`src/rtl/oled_spi_arbiter_if.sv`:
```
// Bundle between the OLED byte producers, the shared SPI byte master and the arbiter.
// The master modport is the arbiter's view; slave is the requester/SPI-master side.
interface oled_spi_arbiter_if #(
    parameter int NUM_REQ = 3,
    parameter int DATA_W  = 8
);
    localparam int GW = (NUM_REQ > 1) ? $clog2(NUM_REQ) : 1;

    logic [NUM_REQ-1:0]        req_send;
    logic [NUM_REQ*DATA_W-1:0] req_data;
    logic [NUM_REQ-1:0]        req_dc;
    logic [NUM_REQ-1:0]        req_done;
    logic                      init_done;
    logic                      spi_send;
    logic [DATA_W-1:0]         spi_data;
    logic                      spi_dc;
    logic                      spi_send_done;
    logic [GW-1:0]             grant_id;
    logic                      busy;
    logic                      timeout_err;

    modport master (
        input  req_send, req_data, req_dc, init_done, spi_send_done,
        output req_done, spi_send, spi_data, spi_dc, grant_id, busy, timeout_err
    );

    modport slave (
        output req_send, req_data, req_dc, init_done, spi_send_done,
        input  req_done, spi_send, spi_data, spi_dc, grant_id, busy, timeout_err
    );
endinterface

```
`src/rtl/oled_spi_arbiter.sv`:
```
// Round-robin arbiter sharing one SPI byte master among NUM_REQ OLED byte producers.
// Optional WAIT watchdog enabled by defining OLED_SPI_ARB_TIMEOUT_EN.
module oled_spi_arbiter #(
    parameter int NUM_REQ     = 3,
    parameter int DATA_W      = 8,
    parameter int TIMEOUT_CYC = 4096
) (
    input  logic                clk,
    input  logic                reset,
    oled_spi_arbiter_if.master  bus
);
    localparam int GW = (NUM_REQ > 1) ? $clog2(NUM_REQ) : 1;

    typedef enum logic [1:0] {IDLE, ISSUE, WAIT, GAP} state_t;

    typedef struct packed {
        logic [GW-1:0]     id;
        logic [DATA_W-1:0] data;
        logic              dc;
    } grant_t;

    state_t                         state, state_nxt;
    logic   [GW-1:0]                rr_ptr, rr_nxt;
    grant_t                         grant_q, grant_nxt;
    logic                           send_q, send_nxt;
    logic   [NUM_REQ-1:0]           done_q, done_nxt;
    logic                           busy_q, busy_nxt;
    logic   [NUM_REQ-1:0]           eligible;
    logic   [NUM_REQ-1:0][DATA_W-1:0] req_bytes;
    logic                           win_found;
    logic   [GW-1:0]                win_idx;
    int                             scan_idx;
    logic                           wait_expired;

    for (genvar i = 0; i < NUM_REQ; i++) begin : g_unpack
        assign req_bytes[i] = bus.req_data[i*DATA_W +: DATA_W];
    end

    // Only the init sequencer may talk to the panel until init has finished.
    assign eligible = bus.req_send & (bus.init_done ? {NUM_REQ{1'b1}} : NUM_REQ'(1));

    always_comb begin
        win_found = 1'b0;
        win_idx   = '0;
        scan_idx  = 0;
        for (int k = 0; k < NUM_REQ; k++) begin
            scan_idx = (int'(rr_ptr) + k) % NUM_REQ;
            if (!win_found && eligible[GW'(scan_idx)]) begin
                win_found = 1'b1;
                win_idx   = GW'(scan_idx);
            end
        end
    end

    always_comb begin
        state_nxt = state;
        rr_nxt    = rr_ptr;
        grant_nxt = grant_q;
        send_nxt  = 1'b0;
        done_nxt  = '0;
        case (state)
            IDLE: begin
                if (win_found) begin
                    grant_nxt.id   = win_idx;
                    grant_nxt.data = req_bytes[win_idx];
                    grant_nxt.dc   = bus.req_dc[win_idx];
                    send_nxt       = 1'b1;
                    state_nxt      = ISSUE;
                end
            end
            ISSUE: state_nxt = WAIT;
            WAIT: begin
                if (bus.spi_send_done || wait_expired) begin
                    done_nxt[grant_q.id] = 1'b1;
                    rr_nxt    = (grant_q.id == GW'(NUM_REQ-1)) ? '0 : grant_q.id + 1'b1;
                    state_nxt = GAP;
                end
            end
            GAP:     state_nxt = IDLE;
            default: state_nxt = IDLE;
        endcase
        busy_nxt = (state_nxt != IDLE);
    end

    always_ff @(posedge clk) begin
        if (reset) begin
            state   <= IDLE;
            rr_ptr  <= '0;
            grant_q <= '0;
            send_q  <= 1'b0;
            done_q  <= '0;
            busy_q  <= 1'b0;
        end else begin
            state   <= state_nxt;
            rr_ptr  <= rr_nxt;
            grant_q <= grant_nxt;
            send_q  <= send_nxt;
            done_q  <= done_nxt;
            busy_q  <= busy_nxt;
        end
    end

`ifdef OLED_SPI_ARB_TIMEOUT_EN
    localparam int TW = (TIMEOUT_CYC > 1) ? $clog2(TIMEOUT_CYC) : 1;

    logic [TW-1:0] wait_cnt;
    logic          timeout_q;

    // A done arriving on the last allowed cycle wins over the abort.
    assign wait_expired = (state == WAIT) && !bus.spi_send_done &&
                          (wait_cnt == TW'(TIMEOUT_CYC-1));

    always_ff @(posedge clk) begin
        if (reset) begin
            wait_cnt  <= '0;
            timeout_q <= 1'b0;
        end else begin
            wait_cnt <= (state == WAIT) ? wait_cnt + 1'b1 : '0;
            if (wait_expired) timeout_q <= 1'b1;
        end
    end

    assign bus.timeout_err = timeout_q;
`else
    assign wait_expired    = 1'b0;
    assign bus.timeout_err = 1'b0;
`endif

    assign bus.spi_send = send_q;
    assign bus.spi_data = grant_q.data;
    assign bus.spi_dc   = grant_q.dc;
    assign bus.grant_id = grant_q.id;
    assign bus.req_done = done_q;
    assign bus.busy     = busy_q;
endmodule

```
`src/flat_wrapper.sv`:
```
// flat-port wrapper written by rule: the top's interface ports become plain ports
module oled_spi_arbiter_flat 
#(
    parameter int NUM_REQ     = 3,
    parameter int DATA_W      = 8,
    parameter int TIMEOUT_CYC = 4096
)
  (clk, reset, bus_req_send, bus_req_data, bus_req_dc, bus_init_done, bus_spi_send_done, bus_req_done, bus_spi_send, bus_spi_data, bus_spi_dc, bus_grant_id, bus_busy, bus_timeout_err);
  oled_spi_arbiter_if #(.NUM_REQ(NUM_REQ), .DATA_W(DATA_W)) bus_i ();
  input  logic clk;
  input  logic reset;
  input wire logic [$bits(bus_i.req_send)-1:0] bus_req_send;
  input wire logic [$bits(bus_i.req_data)-1:0] bus_req_data;
  input wire logic [$bits(bus_i.req_dc)-1:0] bus_req_dc;
  input wire logic [$bits(bus_i.init_done)-1:0] bus_init_done;
  input wire logic [$bits(bus_i.spi_send_done)-1:0] bus_spi_send_done;
  output wire logic [$bits(bus_i.req_done)-1:0] bus_req_done;
  output wire logic [$bits(bus_i.spi_send)-1:0] bus_spi_send;
  output wire logic [$bits(bus_i.spi_data)-1:0] bus_spi_data;
  output wire logic [$bits(bus_i.spi_dc)-1:0] bus_spi_dc;
  output wire logic [$bits(bus_i.grant_id)-1:0] bus_grant_id;
  output wire logic [$bits(bus_i.busy)-1:0] bus_busy;
  output wire logic [$bits(bus_i.timeout_err)-1:0] bus_timeout_err;
  assign bus_i.req_send = bus_req_send;
  assign bus_i.req_data = bus_req_data;
  assign bus_i.req_dc = bus_req_dc;
  assign bus_i.init_done = bus_init_done;
  assign bus_i.spi_send_done = bus_spi_send_done;
  assign bus_req_done = bus_i.req_done;
  assign bus_spi_send = bus_i.spi_send;
  assign bus_spi_data = bus_i.spi_data;
  assign bus_spi_dc = bus_i.spi_dc;
  assign bus_grant_id = bus_i.grant_id;
  assign bus_busy = bus_i.busy;
  assign bus_timeout_err = bus_i.timeout_err;
  oled_spi_arbiter #(.NUM_REQ(NUM_REQ), .DATA_W(DATA_W), .TIMEOUT_CYC(TIMEOUT_CYC)) u_core (.clk(clk), .reset(reset), .bus(bus_i));
endmodule
```
`config.mk`:
```
export PLATFORM = sky130hd
export DESIGN_NAME = oled_spi_arbiter_flat
export DESIGN_NICKNAME = d
export VERILOG_FILES = /design/src/rtl/oled_spi_arbiter_if.sv /design/src/rtl/oled_spi_arbiter.sv /design/src/flat_wrapper.sv
export SDC_FILE = /design/constraint.sdc
export NUM_CORES = 1
export LEC_CHECK = 0
export CAP_MARGIN = 30
export CELL_PAD_IN_SITES_DETAIL_PLACEMENT = 1
export CELL_PAD_IN_SITES_GLOBAL_PLACEMENT = 2
export CORE_ASPECT_RATIO = 1.75
export CORE_MARGIN = 1.5
export CORE_UTILIZATION = 26
export CTS_CLUSTER_DIAMETER = 80
export CTS_CLUSTER_SIZE = 8
export DETAILED_ROUTE_END_ITERATION = 10
export PLACE_DENSITY_LB_ADDON = 0.25
export SYNTH_ARGS = -nofsm -noshare
export SYNTH_HDL_FRONTEND = slang
export SYNTH_SLANG_ARGS = --single-unit
```
`constraint.sdc`:
```
create_clock -name clk -period 4.75 [get_ports clk]
set_input_delay 1.425 -clock clk [delete_from_list [all_inputs] [get_ports clk]]
set_output_delay 1.425 -clock clk [all_outputs]
set_load 0.005 [all_outputs]
```
==> results.yml, run 1 <==
run_status:
  status: "completed"
timing:
  rsz0062_at_grt: "false"
  setup_viol: 0
  setup_ws_ns: 1.52
  fin_crit_sh: 0.681
  fmax_mhz: 309
  skew_ns: 0.00262
  hold_viol: 0
  min_period_ns: 3.23
  slew_violations: 0
  max_slew_margin: 0.600
  final.setup.tns_ns: 0
  worst_slew_pin_slew_ns: 0.599
cells_and_area:
  insertedDiodeCount: 0
  syn2layout_area_growth_pct: 46.3
  regArea_um2: 400
  layout-drive-gt1-share: 0.103
  nFillCells: 535
  nNetsFinal: 215
  multi_input_area_um2: 687
global_route:
  antenna_found_initial: 0
  grt_overflow: 0
  grt_max_degree: 13
  grt_use_total: 0.142
  grt_pass1_wl_um: 5320
  grt_pass1_vias: 1186
floorplanning:
  die_h_um: 93.8
  core_um2: 4480
  die_width_um: 54.9
  rows: 32
  dieArea_um2: 5150
  start_util: 0.273
  ios: 51
place:
  dp_hpwl_um: 2650
  portBuffers: 49
  pre_cts_slack_ns: 1.23
  gp_congestion: 0.665
cts:
  clkSinkCount: 20
  post_cts_resize_count: 0
  numCtsBuffers: 3
  cts_tree: "built"
  h-tree-depth: 1
  worstSkewPairLatency_ns: 0.26
  cts_root_buffer: "clkbuf_8"
  holdBufCountCts: 0
  postCtsSetupBuffers: 0
  clkSlewWorstSetupHoldPaths_ns: 0.07
  clockBufferDepth: 2
synth:
  syn_area_per_cell_um2: 9.42
  yosysWarnings: 0
  yosysMostFrequentCell: "dfxtp_1"
  async_flop_share: 0
  ys.flop_type: "dfxtp_1"
  synth_area_leaders: "dfxtp_1 (33%), o32ai_2 (12%), mux2i_1 (7.4%)"
  synth-seq-cells: 20
  ys_top_cells_by_count: "dfxtp_1 (20), inv_1 (19), nor2_1 (14)"
  yosysUniqueCellTypes: 33
  synth_cells: 130
  synth_edf_count: 0
  synth_area_um2: 1220
  synth_top_area_share: 0.327
  synth_seq_area_share: 0.327
  synth_nets: 169
  synth_area_leader_cell: "dfxtp_1"
worst_setup_path:
  crit_slowest_cell: "clkdlybuf4s50_1"
  crit_fanout: 10
  path_depth: 6
  crit_chain: "clkdlybuf4s50_1, nand3_1, a22o_1, a31oi_4, nand2b_1, o32ai_2"
  crit_arrival_ns: 3.40
  cp-start-kind: "primary input"
  cp_data_required_time_ns: 4.91
  regToRegStartpoint: "u_core.rr_ptr[0]"
  cp_num_buf_inv: 1
  r2r_slack_ns: 2.42
  ff2ff_path_depth: 7
  startpoint: "bus_req_send[2]"
  end_kind: "flip-flop"
  path_class: "in2reg"
  cp_slowest_stage_delay_ns: 0.58
  reg2reg_to: "u_core.bus.spi_data[2]"
  cp_top_family: "compound AO/OA/AOI/OAI gates"
  crit_path_end: "u_core.bus.spi_data[2]"
power:
  combPwrFrac: 0.456
  power_density_nw_per_um2: 427
  power.leakage_nw: 0.755
  seqPwrFrac: 0.323
  power_frac_clock: 0.221
  p_int_w: 0.000520
  switching_share: 0.320
  p_switching_w: 0.000245
  ir_drop_v: 0.000174
min_path:
  hp-class: "reg2reg"
  hp-start: "u_core.bus.spi_data[4]"
routing:
  drc: 0
  drtIter0Drc: 10
  vias: 1081
  via_per_inst: 4.78
  drt_first_pass_iters: 3
  drtAntennaViolNets: 0
  wl_um: 3280
  routedWlPerCell_um: 14.5
flow_run:
  drv_cap: 0
[cells by family after synthesis]
group	Yosys count	synth area share
simple gates	40	0.178
buf+inv	28	0.112
compound gates	26	0.246
flops	20	0.327
mux	10	0.0827
fa+ha+maj	5	0.0511
other cells	1	0.00306
[power by group through the flow]
| stage | Combinational, W | Sequential [W] | Clock [W] |
|---|---|---|---|
| 2_1_floorplan | 0.000215 | 0.000250 | 0 |
| 3_3_place_gp | 0.000346 | 0.000251 | 0 |
| 3_5_place_dp | 0.000357 | 0.000251 | 0 |
| 4_1_cts | 0.000358 | 0.000248 | 0.000176 |
| 5_1_grt | 0.000388 | 0.000255 | 0.000183 |
| 6_report | 0.000349 | 0.000247 | 0.000169 |
[worst reg2reg max path, cell delays in order, from the launching register on]
cell       delay, ns
dfxtp_1         0.37
inv_1           0.05
ha_1            0.37
nor2b_1         0.18
o2111ai_2       0.48
and2_1          0.46
nor2_1          0.10
o32ai_2         0.22
[area by class of cell]
cell class                      instances  share of cell area
Multi-Input combinational cell         82               0.383
Timing Repair Buffer                   50               0.278
Sequential cell                        20               0.223
Inverter                               19              0.0398
Tap cell                               51              0.0356
Clock buffer                            3              0.0230
Clock inverter                          1              0.0168
[placed cells by master, fill, tap and decap left out, types with 2 or more instances in the layout]
cell type and count:
clkdlybuf4s50_1 49, nand3_1 3, clkbuf_8 3, nand2b_1 3, inv_1 19, nand3b_1 9, dfxtp_1 20, nand2_1 3
a21o_1 5, nor2_1 14, nor2b_1 3, o32ai_2 9, ha_1 5, nor4_1 2, a21oi_1 2, mux2i_1 9
[how the worst min path moves through the flow]
stage,endpoint,slack [ns],cells past startpoint
final,u_core.bus.spi_data[4],0.47,2
after detailed placement,u_core.bus.spi_data[3],0.47,2
after global placement,u_core.bus.spi_dc,0.46,2
after global routing,u_core.bus.spi_data[4],0.49,2
after CTS,u_core.bus.spi_data[4],0.48,2
after floorplan,u_core.rr_ptr[1],0.45,1
[routing by layer]
layer,global-route usage,wire length (um)
met2,0.261,1850
met4,0.0500,27
met5,0,0
met3,0.0303,161
met1,0.148,1240
[state kept, by name (all words and copies together), names as in the netlist]
| name | flops |
|---|---|
| u_core.bus.spi_data | 8 |
| u_core.bus.grant_id | 2 |
| u_core.bus.spi_send | 1 |
| u_core.rr_ptr | 2 |
| u_core.bus.req_done | 3 |
| u_core.state | 2 |
| u_core.bus.spi_dc | 1 |
| u_core.bus.busy | 1 |
[stage by stage]
stage	instances	hold slack, ns	util	power (W)	instance area, um^2
6_report	226	0.473	0.400	0.000765	1790
2_1_floorplan	130	0.453	-	0.000465	1220
3_5_place_dp	222	0.466	0.384	0.000607	1720
5_1_grt	226	0.493	0.400	0.000826	1790
3_3_place_gp	222	0.457	0.384	0.000597	1720
4_1_cts	226	0.478	0.400	0.000782	1790
No activity file was read; power rests on OpenSTA's default activity.
==> run 2: changes to the inputs <==
--- a/config.mk
+++ b/config.mk
@@ -10,7 +10,7 @@
 export CELL_PAD_IN_SITES_GLOBAL_PLACEMENT = 2
 export CORE_ASPECT_RATIO = 1.75
 export CORE_MARGIN = 1.5
-export CORE_UTILIZATION = 26
+export CORE_UTILIZATION = 22
 export CTS_CLUSTER_DIAMETER = 80
 export CTS_CLUSTER_SIZE = 8
 export DETAILED_ROUTE_END_ITERATION = 10
==> constraint.sdc (replaced) <==
create_clock -name clk -period 2.62 [get_ports clk]
set_input_delay 0.786 -clock clk [delete_from_list [all_inputs] [get_ports clk]]
set_output_delay 0.786 -clock clk [all_outputs]
set_load 0.005 [all_outputs]
==> results.yml, run 2 (synthesis results as in run 1) <==
timing:
  min_period_ns: 2.48
  final.setup.tns_ns: 0
  slew_violations: 0
  max_slew_margin: 0.640
  worst_slew_pin_slew_ns: 0.540
  setup_viol: 0
  skew_ns: 0.000952
  fin_crit_sh: 0.947
  setup_ws_ns: 0.138
  hold_viol: 0
  rsz0062_at_grt: "false"
  fmax_mhz: 403
worst_setup_path:
  cp_data_required_time_ns: 2.73
  cp_top_family: "compound AO/OA/AOI/OAI gates"
  crit_fanout: 9
  path_class: "in2reg"
  crit_arrival_ns: 2.59
  cp_num_buf_inv: 1
  cp_slowest_stage_delay_ns: 0.57
  crit_slowest_cell: "clkdlybuf4s50_1"
  cp-start-kind: "primary input"
  crit_chain: "clkdlybuf4s50_1, nand3_1, a22o_1, a31oi_4, or2_1, o32ai_2"
  end_kind: "flip-flop"
cts:
  postCtsSetupBuffers: 0
  cts_tree: "built"
  worstSkewPairLatency_ns: 0.25
  cts_root_buffer: "clkbuf_8"
  numCtsBuffers: 3
  clkSinkCount: 20
  post_cts_resize_count: 0
  holdBufCountCts: 0
  h-tree-depth: 1
  clockBufferDepth: 2
  clkSlewWorstSetupHoldPaths_ns: 0.07
floorplanning:
  core_um2: 5300
  dieArea_um2: 6040
  die_width_um: 59.4
  die_h_um: 102
  rows: 35
  ios: 51
  start_util: 0.231
routing:
  drc: 0
  wl_um: 3370
  drtAntennaViolNets: 0
  via_per_inst: 4.43
  route.met3.wl_um: 156
  routedWlPerCell_um: 13.3
  top_layer: "met4"
  drt_first_pass_iters: 4
  drtIter0Drc: 21
  vias: 1124
  met1Wirelength_um: 1240
  met2WireLength_um: 1950
power:
  power_w: 0.00132
  p_switching_w: 0.000444
  power_density_nw_per_um2: 712
  combPwrFrac: 0.512
  power_frac_clock: 0.148
  switching_share: 0.335
  power.leakage_nw: 0.780
  seqPwrFrac: 0.341
  ir_drop_v: 0.000297
  p_int_w: 0.000880
place:
  pre_cts_slack_ns: -0.145
  gp_congestion: 0.775
  dp_hpwl_um: 2800
  placed_area_um2: 1820
  dp.cells: 251
  portBuffers: 49
global_route:
  grt_max_degree: 12
  antenna_found_initial: 0
  grt_use_total: 0.118
  grt_overflow: 0
  grt_pass1_vias: 1267
  grt_pass1_wl_um: 5580
cells_and_area:
  nNetsFinal: 221
  insertedDiodeCount: 0
  layout-drive-gt1-share: 0.128
  syn2layout_area_growth_pct: 51.9
  mostFrequentLayoutCell: "clkdlybuf4s50_1"
  fin_area_um2: 1860
  largest_register_ffs: 8
  final_cell_count_no_fill: 254
  mostFrequentLayoutCells: "clkdlybuf4s50_1 (49), dfxtp_1 (20), inv_1 (19), nor2_1 (14)"
min_path:
  hp-class: "reg2reg"
run_status:
  status: "completed"
flow_run:
  drv_cap: 0
[run 2: cell type report]
cell class,count,area [um^2]
Clock buffer,3,41.3
Inverter,19,71.3
Multi-Input combinational cell,82,687
Sequential cell,20,400
Tap cell,74,92.6
Fill cell,610,3440
Timing Repair Buffer,56,568
[run 2: through the flow]
stage	util	hold WS, ns
after floorplan	-	0.453
after global placement	0.343	0.457
after detailed placement	0.343	0.464
after CTS	0.351	0.479
after global routing	0.351	0.499
final	0.351	0.472
[run 2: routing by layer]
metal / GRT usage / up-vias
met5: 0 / -
met4: 0.0262 / 0
met3: 0.0166 / 2
met2: 0.233 / 33
met1: 0.125 / 538
li1: - / 551
[run 2: power groups by stage]
stage / registers, W / logic, W / clock network (W)
global placement: 0.000453 / 0.000670 / 0
detailed placement: 0.000457 / 0.000688 / 0
CTS: 0.000454 / 0.000689 / 0.000205
floorplan: 0.000453 / 0.000390 / 0
finish: 0.000451 / 0.000677 / 0.000196
global route: 0.000464 / 0.000746 / 0.000220
[run 2: path summary, 6_finish.rpt]
kind	end	depth (start not counted)	from	slack [ns]
hold / removal	u_core.bus.spi_data[2]	2	u_core.bus.spi_data[2]	0.47
hold reg to reg	u_core.bus.spi_data[2]	2	u_core.bus.spi_data[2]	0.47
setup / recovery	u_core.bus.spi_data[4]	6	bus_req_send[2]	0.14
setup reg to reg	u_core.bus.spi_data[4]	7	u_core.rr_ptr[0]	0.38
[run 2: tightest hold or removal path, delay by kind of cell (launching register included)]
kind | cells | cell delay [ns]
buffers and inverters | 1 | 0.06
AOI/OAI and AO/OA | 1 | 0.05
DFF | 1 | 0.31
==> run 3: changes to the inputs <==
--- a/config.mk
+++ b/config.mk
@@ -10,7 +10,7 @@
 export CELL_PAD_IN_SITES_GLOBAL_PLACEMENT = 2
 export CORE_ASPECT_RATIO = 1.75
 export CORE_MARGIN = 1.5
-export CORE_UTILIZATION = 22
+export CORE_UTILIZATION = 24
 export CTS_CLUSTER_DIAMETER = 80
 export CTS_CLUSTER_SIZE = 8
 export DETAILED_ROUTE_END_ITERATION = 10
==> constraint.sdc (replaced) <==
create_clock -name clk -period 2.6 [get_ports clk]
set_input_delay 0.78 -clock clk [delete_from_list [all_inputs] [get_ports clk]]
set_output_delay 0.78 -clock clk [all_outputs]
set_load 0.005 [all_outputs]
==> results.yml, run 3 (synthesis results as in run 1) <==
run_status:
  status: "completed"
worst_setup_path:
  path_class: "in2reg"
  crit_fanout: 9
  cp_data_required_time_ns: 2.72
  startpoint: "bus_req_send[2]"
  crit_arrival_ns: 2.60
  ff2ff_path_depth: 7
  crit_chain: "clkdlybuf4s50_1, nand3_1, a22o_1, a31oi_4, or2_1, o32ai_2"
  cp_slowest_stage_delay_ns: 0.56
  crit_slowest_cell: "clkdlybuf4s50_1"
  cp-start-kind: "primary input"
  end_kind: "flip-flop"
  regToRegStartpoint: "u_core.rr_ptr[0]"
timing:
  final.setup.tns_ns: 0
  worst_slew_pin_slew_ns: 0.553
  fin_crit_sh: 0.956
  rsz0062_at_grt: "false"
  fmax_mhz: 402
  min_period_ns: 2.49
  skew_ns: 0.00334
  hold_viol: 0
  setup_ws_ns: 0.114
  setup_viol: 0
  max_slew_margin: 0.631
  slew_violations: 0
floorplanning:
  core_um2: 4930
  dieArea_um2: 5560
  die_width_um: 57.0
  ios: 51
  die_h_um: 97.5
  start_util: 0.248
  rows: 34
place:
  placed_area_um2: 1780
  pre_cts_slack_ns: -0.184
  dp_hpwl_um: 2770
  dp.cells: 231
  gp_congestion: 0.687
  portBuffers: 49
cts:
  clkSlewWorstSetupHoldPaths_ns: 0.07
  holdBufCountCts: 0
  cts_tree: "built"
  h-tree-depth: 1
  postCtsSetupBuffers: 0
  cts_root_buffer: "clkbuf_8"
  post_cts_resize_count: 0
  worstSkewPairLatency_ns: 0.25
  clkSinkCount: 20
  numCtsBuffers: 3
  clockBufferDepth: 2
routing:
  drc: 0
  drt_first_pass_iters: 3
  vias: 1115
  via_per_inst: 4.74
  wl_um: 3300
  drtIter0Drc: 10
  routedWlPerCell_um: 14.0
  drtAntennaViolNets: 0
cells_and_area:
  syn2layout_area_growth_pct: 51.3
  nNetsFinal: 221
  layout-drive-gt1-share: 0.133
  final_cell_count_no_fill: 235
  mostFrequentLayoutCells: "clkdlybuf4s50_1 (49), dfxtp_1 (20), inv_1 (19), nor2_1 (14)"
  regArea_um2: 400
  largest_register_ffs: 8
  fin_area_um2: 1850
  nFillCells: 574
  multi_input_area_um2: 687
  mostFrequentLayoutCell: "clkdlybuf4s50_1"
  insertedDiodeCount: 0
global_route:
  grt_overflow: 0
  antenna_found_initial: 0
  grt_use_total: 0.127
  grt_pass1_wl_um: 5690
  grt_max_degree: 13
  grt_pass1_vias: 1276
min_path:
  whs_path_depth: 2
  hp-start: "u_core.bus.spi_dc"
  hp-class: "reg2reg"
flow_run:
  drv_cap: 0
power:
  power_w: 0.00144
  power_density_nw_per_um2: 775
  power.leakage_nw: 0.787
  ir_drop_v: 0.000316
## run 3: cell count changes in the layout (fill, tap and decap cells not counted)
cell	change
bufinv_16	+1
buf_12	-1
buf_4	+1
## run 3: where the power goes
group	internal [W]	leakage, nW	switching, W
logic	0.000381	0.587	0.000298
registers	0.000399	0.164	0.0000535
clock network	0.000205	0.0357	0.000101
total	0.000985	0.787	0.000452
## run 3: path summary, 6_finish.rpt
kind | end | slack [ns]
setup / recovery | u_core.bus.spi_data[4] | 0.11
hold / removal | u_core.bus.spi_dc | 0.47
hold reg to reg | u_core.bus.spi_dc | 0.47
setup reg to reg | u_core.bus.spi_data[4] | 0.39
## run 3: metrics by stage
step | hold WS [ns] | util
5_1_grt | 0.497 | 0.376
3_5_place_dp | 0.465 | 0.361
2_1_floorplan | 0.453 | -
6_report | 0.474 | 0.376
4_1_cts | 0.480 | 0.376
3_3_place_gp | 0.457 | 0.361
## run 3: area by class of cell
cell class,instances,area share
Multi-Input combinational cell,82,0.371
Timing Repair Buffer,56,0.300
Sequential cell,20,0.216
Inverter,19,0.0385
Tap cell,54,0.0365
Clock buffer,3,0.0223
Clock inverter,1,0.0162
## run 3: layer usage
metal	GRT usage	up-vias	routed length, um	part of all wire
met4	0.0322	0	20	0.0061
met5	0	-	0	0
met2	0.263	32	1960	0.59
met3	0.0186	2	166	0.050
li1	-	549	-	-
met1	0.120	532	1150	0.35
## run 3: critical path: cells and delay by family
family | cells | cell delay, ns
buffers and inverters | 1 | 0.56
AOI/OAI and AO/OA | 3 | 0.65
and+or+nand+nor | 2 | 0.61
